## src/rtl/vga_sprite_compositor.sv

```systemverilog
// Composites N_SPRITES bouncing squares over a background colour, index 0 on top.
// Define VGA_SPRITE_BOUNCE_EN to enable per-frame motion; otherwise sprites stay at reset placement.
module vga_sprite_compositor #(
   parameter int N_SPRITES = 4,
   parameter int RGB_W     = 4,
   parameter int H_ACTIVE  = 640,
   parameter int V_ACTIVE  = 480,
   parameter int SIZE      = 32,
   parameter int SPEED     = 1,
   parameter int INIT_STEP = 48,
   parameter logic [3*RGB_W-1:0] BG_COLOR = 12'h111,
   parameter logic [N_SPRITES*3*RGB_W-1:0] COLORS =
      {12'hFF0, 12'h00F, 12'h0F0, 12'hF00}
) (
   input  logic                 i_clk_100MHz,
   input  logic                 i_reset,
   input  logic                 i_tick,
   input  logic                 i_video_on,
   input  logic [9:0]           i_x,
   input  logic [9:0]           i_y,
   output logic [3*RGB_W-1:0]   o_rgb,
   output logic [N_SPRITES-1:0] o_hit,
   output logic                 o_frame,
   output logic                 o_collision
);

   localparam int CW = 3 * RGB_W;

   function automatic logic [9:0] init_x(input int k);
      return 10'(8 + k * INIT_STEP);
   endfunction

   function automatic logic [9:0] init_y(input int k);
      return 10'(8 + (k * INIT_STEP) / 2);
   endfunction

   logic [N_SPRITES-1:0][9:0] sx;
   logic [N_SPRITES-1:0][9:0] sy;
   logic [N_SPRITES-1:0]      hit;
   logic [CW-1:0]             pix;
   logic                      multi;
   logic                      update;
   logic                      ovl;

   assign update = i_tick && (i_x == 10'd0) && (i_y == 10'(V_ACTIVE));

`ifdef VGA_SPRITE_BOUNCE_EN
   logic [N_SPRITES-1:0] dirx;
   logic [N_SPRITES-1:0] diry;

   // Returns {new_dir, new_pos}; overshoot is clamped to the edge.
   function automatic logic [10:0] move(
      input logic [9:0] pos,
      input logic       dir,
      input int         lim
   );
      logic [10:0] ahead;
      ahead = {1'b0, pos} + 11'(SPEED) + 11'(SIZE);
      if (dir) begin
         if (ahead > 11'(lim)) return {1'b0, 10'(lim - SIZE)};
         else return {1'b1, pos + 10'(SPEED)};
      end else begin
         if (pos < 10'(SPEED)) return {1'b1, 10'd0};
         else return {1'b0, pos - 10'(SPEED)};
      end
   endfunction

   always_ff @(posedge i_clk_100MHz) begin
      if (i_reset) begin
         for (int k = 0; k < N_SPRITES; k++) begin
            sx[k]   <= init_x(k);
            sy[k]   <= init_y(k);
            dirx[k] <= (k % 2 == 0);
            diry[k] <= 1'b1;
         end
      end else if (update) begin
         for (int k = 0; k < N_SPRITES; k++) begin
            {dirx[k], sx[k]} <= move(sx[k], dirx[k], H_ACTIVE);
            {diry[k], sy[k]} <= move(sy[k], diry[k], V_ACTIVE);
         end
      end
   end
`else
   always_comb begin
      for (int k = 0; k < N_SPRITES; k++) begin
         sx[k] = init_x(k);
         sy[k] = init_y(k);
      end
   end
`endif

   always_comb begin
      hit = '0;
      for (int k = 0; k < N_SPRITES; k++) begin
         hit[k] = ({1'b0, i_x} >= {1'b0, sx[k]}) &&
                  ({1'b0, i_x} <  {1'b0, sx[k]} + 11'(SIZE)) &&
                  ({1'b0, i_y} >= {1'b0, sy[k]}) &&
                  ({1'b0, i_y} <  {1'b0, sy[k]} + 11'(SIZE));
      end
   end

   // Walk from lowest priority up so the lowest hit index wins.
   always_comb begin
      pix = BG_COLOR;
      for (int k = N_SPRITES - 1; k >= 0; k--) begin
         if (hit[k]) pix = COLORS[k*CW +: CW];
      end
      if (!i_video_on) pix = '0;
   end

   always_comb begin
      logic any;
      any   = 1'b0;
      multi = 1'b0;
      for (int k = 0; k < N_SPRITES; k++) begin
         if (hit[k]) begin
            if (any) multi = 1'b1;
            any = 1'b1;
         end
      end
   end

   always_ff @(posedge i_clk_100MHz) begin
      if (i_reset) begin
         o_rgb       <= '0;
         o_hit       <= '0;
         o_frame     <= 1'b0;
         o_collision <= 1'b0;
         ovl         <= 1'b0;
      end else begin
         if (i_tick) begin
            o_rgb <= pix;
            o_hit <= hit;
         end
         o_frame <= update;
         if (update) begin
            o_collision <= ovl;
            ovl         <= 1'b0;
         end else if (i_tick && i_video_on && multi) begin
            ovl <= 1'b1;
         end
      end
   end

endmodule

```

## config.mk

```make
export PLATFORM = sky130hd
export DESIGN_NAME = vga_sprite_compositor
export DESIGN_NICKNAME = d
export VERILOG_FILES = /design/src/rtl/vga_sprite_compositor.sv
export SDC_FILE = /design/constraint.sdc
export NUM_CORES = 1
export LEC_CHECK = 0
export CELL_PAD_IN_SITES_DETAIL_PLACEMENT = 0
export CELL_PAD_IN_SITES_GLOBAL_PLACEMENT = 1
export CORE_UTILIZATION = 26
export DETAILED_ROUTE_END_ITERATION = 10
export PLACE_DENSITY_LB_ADDON = 0.25
export REMOVE_ABC_BUFFERS = 1
export SETUP_SLACK_MARGIN = 0.2
export SLEW_MARGIN = 20
export SYNTH_ARGS = -nofsm -noshare
export SYNTH_HDL_FRONTEND = slang
export SYNTH_SLANG_ARGS = --single-unit
```

## constraint.sdc

```tcl
create_clock -name i_clk_100MHz -period 1.41 [get_ports i_clk_100MHz]
set_input_delay 0.2115 -clock i_clk_100MHz [delete_from_list [all_inputs] [get_ports i_clk_100MHz]]
set_output_delay 0.2115 -clock i_clk_100MHz [all_outputs]
set_load 0.01 [all_outputs]
```

==> impl_metrics.csv, run 1 <==
group,metric,value,unit
route,drc,2,
critical_path,path_cells,"buf_6 > nor4_4 > and3b_2 > nor4b_4 > nor3_2 > a22o_1",
yosys,postSynthCellCount,94,
route,drtPass1Iterations,7,
sta,fin_skew,0.0000447,ns
route,num_vias,910,
global_route,grt.total_usage,15.3,%
sta,rsz0062_at_grt,"yes",
cells_and_area,fin_cells,189,
sta,report.final.hold_viol_count,0,
yosys,netlist_top_cells_area,"dfxtp_1, nor2_1, buf_4, nand2_1, mux2i_1",
route,wirelength,2.38,mm
critical_path,crit_family,"simple AND/OR/NAND/NOR gates",
cts,clockBufferDepth,2,
die,rows,19,
yosys,ys_seq_area_share,33.0,%
route,via_per_inst,4.81,
placement,dp_hpwl,1.76,mm
placement,pre_cts_slack,-0.498,ns
cts,hold_buffers,0,
global_route,grt_remaining_overflow,0,
die,die_x,57.1,um
route,route.antenna.remaining_nets,0,
critical_path,critPathKind,"input pin to flip-flop",
sta,slew_violations,0,
status,violations,"DRC",
sta,final.setup.worst_slack,0.155,ns
die,core-area,0.00281,mm2
die,die_y,57.1,um
route,drtIter0Drc,13,
yosys,syn_area,790,um2
worst_hold_path,worst_hold_startpoint,"i_y[9]",
yosys,ys_ff_latch,13,
critical_path,critPathRequiredTime,1.59,ns
power_and_ir_drop,ir_drop,0.000430,V
cts,clk_root_buffer_cell,"clkbuf_4",
cells_and_area,nNetsFinal,183,
yosys,synth_cell_types,31,
yosys,synth_ff_type,"dfxtp_1",
worst_hold_path,hp-class,"input pin to flip-flop",
cts,cts_sinks,13,
placement,gp_congestion,0.803,
cells_and_area,layout_commonest_cell,"dlygate4sd2_1",
cells_and_area,final_cell_mix,"dlygate4sd2_1, buf_4, dfxtp_1, nand2_1, nor2_1",
cts,clk_pin_slew,0.08,ns
critical_path,cp-start-kind,"input pin",
yosys,ys_async_sr_fraction,0,%
cells_and_area,drive_above_1_share,41.1,%
critical_path,cp-end-kind,"flip-flop",
yosys,synth.avg_cell_area,8.40,um2
sta,post-route-min-period,1.26,ns
critical_path,crit_fanout,4,
yosys,yosys_warnings,0,
global_route,grt_pass1_wl,3.82,mm
global_route,grt_max_degree,8,
die,io_pins,42,
cts,clkLatencyLatePin,0.28,ns
sta,tightestPinTransition,0.360,ns
cts,cts_tree,"yes",
die,start_util,28.1,%
critical_path,regToRegStartpoint,"o_rgb[7]$_SDFFE_PP0P_",
sta,fmax,0.796,GHz
status,status,"finished with violations",
power_and_ir_drop,power,0.833,mW
critical_path,worst_ep_arrival_time,1.43,ns
yosys,yosysTopAreaCellShare,33.0,%
cts,htreeDepth,1,
cts,cts_buffers,3,
job,drv_cap,0,
route,drt-wirelength-per-cell,12.6,um
critical_path,worst-path-buf-inv,1,
cells_and_area,antennaDiodeCount,0,
global_route,grt_antenna_before_repair,0,
cells_and_area,area_delta_synth_final,92.2,%
yosys,synth_top_area_cell,"dfxtp_1",
yosys,synth_edf_count,0,
critical_path,cpPeakStageDelay,0.33,ns
critical_path,slowest_stage,"nor4b_4",
die,fp.dieArea,0.00326,mm2
placement,dp.cells,179,
sta,period_share,89.0,%
sta,slew_headroom,75.9,%
placement,port_buffers,41,
global_route,grt_pass1_vias,870,
cells_and_area,final_util,54.1,%
power_and_ir_drop,p_per_area,549,mW/mm2
critical_path,critPathLaunch,"i_x[9]",
sta,setup_viol,0,
power_and_ir_drop,p_leak,0.709,nW
## through the flow
stage	hold WS (ns)	instance area (um2)	setup TNS (ns)
after floorplan	0.281	726	0
after global routing	0.461	1520	0
final	0.447	1520	0
after detailed placement	0.451	1350	-5.41
after global placement	0.440	1350	-5.15
after CTS	0.422	1470	0
## power by group
part	internal [mW]	leakage, nW	switching, mW	total, mW
sequential	0.372	0.106	0.00215	0.374
clock	0.110	0.0150	0.120	0.230
combinational	0.124	0.589	0.104	0.228
## per-layer routing
layer | vias to the layer above | global-route usage, % | wire (um)
met4 | 0 | 3.14 | 11
met1 | 423 | 16.7 | 976
met2 | 25 | 27.7 | 1260
met3 | 2 | 6.12 | 130
li1 | 460 | - | -
met5 | - | 0 | 0
## area by class of cell
class | count | area, um2
Sequential cell | 13 | 262
Tap cell | 31 | 38.8
Clock buffer | 4 | 26.3
Multi-Input combinational cell | 71 | 598
Fill cell | 303 | 1290
Timing Repair Buffer | 70 | 593
## cells by family after synthesis
kind of cell	synth area share [%]
AND/OR/NAND/NOR	40.4
AO/OA/AOI/OAI	9.03
multiplexers	5.07
flip-flops	33.0
buffers and inverters	8.08
XOR/XNOR	4.44
## worst paths after layout
| check | endpoint | slack [ns] | cells after the start |
|---|---|---|---|
| worst max-delay path | o_rgb[7]$_SDFFE_PP0P_ | 0.15 | 6 |
| worst min-delay path | o_rgb[4]$_SDFFE_PP0P_ | 0.45 | 5 |
| worst max register to register | o_rgb[7]$_SDFFE_PP0P_ | 0.76 | 1 |
| worst min register to register | o_rgb[4]$_SDFFE_PP0P_ | 0.45 | 2 |
## timing repair
item | in CTS | in global routing
endpoints found under the setup margin | 31 | 13
pin swaps | 23 | 13
resized for setup | 82 | 20
setup buffers | 4 | 2
hold endpoints to repair | 0 | 0
## synth_stat cells, types with 2 or more instances
library cell and n:
dfxtp_1 13, buf_2 3, mux2i_1 4, nand4_1 3
nand2b_1 2, o21ai_0 4, nor3_1 4, nand4b_1 3
nand2_1 12, buf_4 6, nor4b_1 3, nor2_1 13
a22o_1 2, xor2_1 3, nand3_1 3
## registers in the layout (all words and copies together) (netlist names)
| signal | cells |
|---|---|
| ovl | 1 |
| o_rgb | 6 |
| o_collision | 1 |
| o_hit | 4 |
| o_frame | 1 |
No activity file was read; power rests on OpenSTA's default activity.
==> run 2, diff against run 1 <==
==> constraint.sdc (replaced) <==
create_clock -name i_clk_100MHz -period 1.3 [get_ports i_clk_100MHz]
set_input_delay 0.195 -clock i_clk_100MHz [delete_from_list [all_inputs] [get_ports i_clk_100MHz]]
set_output_delay 0.195 -clock i_clk_100MHz [all_outputs]
set_load 0.01 [all_outputs]
==> run 2 against run 1 <==
Compared with the run above:
- the flow still finishes with violations (DRC)
- utilization grew 0.67 points
- setup slack worse by 0.082 ns
- critical path depth stayed put
- sequential power rose by 8.6%
- sequential share of layout area barely moved
- clock skew about the same
- cell count up 0.53%
==> impl_metrics.csv, run 2 (synthesized netlist as in run 1, its figures left out) <==
group,metric,value,unit
status,status,"finished with violations",
status,violations,"DRC",
cells_and_area,layout_commonest_cell,"buf_4",
route,via_per_inst,4.80,
route,num_vias,912,
cts,htreeDepth,1,
global_route,grt.total_usage,16.4,%
placement,gp_congestion,0.803,
global_route,grt_antenna_before_repair,0,
cells_and_area,top_register,"o_rgb",
critical_path,worst_ep_arrival_time,1.40,ns
placement,dp_hpwl,1.76,mm
sta,rsz0062_at_grt,"yes",
global_route,grt_pass1_vias,897,
sta,fmax,0.814,GHz
job,drv_cap,0,
die,fp.dieArea,0.00326,mm2
critical_path,regToRegStartpoint,"o_rgb[7]$_SDFFE_PP0P_",
cells_and_area,final_util,54.8,%
power_and_ir_drop,p_leak,0.658,nW
sta,fin_skew,0.0000457,ns
critical_path,critPathLaunch,"i_x[9]",
cells_and_area,final_cell_mix,"buf_4, buf_6, clkdlybuf4s15_1, dfxtp_1",
sta,report.final.hold_viol_count,0,
sta,tightestPinTransition,0.403,ns
critical_path,cpPeakStageDelay,0.32,ns
cells_and_area,antennaDiodeCount,0,
critical_path,critPathRequiredTime,1.47,ns
route,dr_wl_met3,129,um
route,routed.top_layer,"met4",
die,die_y,57.1,um
placement,port_buffers,41,
sta,slew_violations,0,
cts,cts_buffers,3,
die,io_pins,42,
critical_path,path_cells,"buf_6 > nor4_4 > and3b_2 > nor4b_4 > nor3_2 > a22o_1",
power_and_ir_drop,p_per_area,594,mW/mm2
route,drtIter0Drc,14,
cts,cts_tree,"yes",
cts,cts_sinks,13,
critical_path,slowest_stage,"nor4b_4",
route,wirelength,2.43,mm
sta,slew_headroom,72.9,%
cells_and_area,nNetsFinal,184,
route,drt-wirelength-per-cell,12.8,um
power_and_ir_drop,ir_drop,0.000470,V
cts,clk_pin_slew,0.08,ns
sta,setup_viol,0,
route,wl_met2,1.33,mm
route,route.antenna.remaining_nets,0,
sta,period_share,94.4,%
cells_and_area,largest_reg_flops,6,
route,wl_met1,958,um
cells_and_area,drive_above_1_share,50.9,%
critical_path,cp-start-kind,"input pin",
worst_hold_path,worst_hold_startpoint,"i_x[6]",
die,die_x,57.1,um
critical_path,crit_family,"simple AND/OR/NAND/NOR gates",
sta,fin_worst_hold_slack,0.356,ns
cells_and_area,area_delta_synth_final,94.6,%
cts,clk_root_buffer_cell,"clkbuf_4",
route,drc,2,
worst_hold_path,hp-class,"input pin to flip-flop",
die,start_util,28.1,%
cells_and_area,reg_top3,"o_rgb x6, o_hit x4",
global_route,grt_remaining_overflow,0,
critical_path,critPathKind,"input pin to flip-flop",
route,drtPass1Iterations,7,
cts,clkLatencyLatePin,0.27,ns
cts,clockBufferDepth,2,
sta,post-route-min-period,1.23,ns
global_route,grt_pass1_wl,4.08,mm
sta,final.setup.worst_slack,0.0722,ns
die,core-area,0.00281,mm2
critical_path,worst-path-buf-inv,1,
die,rows,19,
critical_path,crit_fanout,4,
global_route,grt_max_degree,8,
placement,pre_cts_slack,-0.592,ns
critical_path,cp-end-kind,"flip-flop",
## run 2: cell types whose count changed in the layout (fill, tap and decap cells not counted), sizes merged
cell	before	now
clkdlybuf4s50	3	2
dlygate4sd2	27	7
buf	35	42
clkdlybuf4s15	3	15
clkbuf	6	9
## run 2: area by class of cell
cell class	instances	area, um2
multi-input cells	71	596
flip-flops and latches	13	264
repair buffers	71	612
well taps	31	38.8
clock buffers	4	26.3
fillers	287	1270
## run 2: what timing repair did
item | 4_1_cts | 5_1_grt
buffers inserted | 4 | 3
hold buffers | 0 | 0
hold endpoints to repair | 0 | 0
endpoints found under the setup margin | 31 | 30
pin swaps | 28 | 10
cloned | 0 | 0
resized for setup | 124 | 27
## run 2: power by group
part           total [mW]  internal [mW]  switching, mW
clock               0.249          0.119          0.130
combinational       0.258          0.143          0.114
sequential          0.406          0.403        0.00257
total               0.912          0.666          0.247
## run 2: per-layer routing
layer	vias to the layer above	global-route usage, %
li1	462	-
met1	425	18.0
met2	23	30.1
met3	2	6.12
met4	0	3.14
met5	-	0
## run 2: stage by stage
stage / area (um2) / power, mW / setup TNS [ns] / instances
CTS: 1510 / 0.903 / 0 / 187
detailed placement: 1350 / 0.636 / -6.62 / 179
floorplan: 726 / 0.469 / 0 / 84
global placement: 1350 / 0.633 / -6.37 / 179
finish: 1540 / 0.912 / 0 / 190
global route: 1540 / 0.963 / -0.0950 / 190
## run 2: worst paths after layout
kind	slack, ns	depth (start not counted)	endpoint
worst min register to register	0.45	2	o_rgb[4]$_SDFFE_PP0P_
worst max-delay path	0.07	6	o_rgb[7]$_SDFFE_PP0P_
worst max register to register	0.65	1	o_rgb[7]$_SDFFE_PP0P_
worst min-delay path	0.36	5	o_frame$_SDFF_PP0_
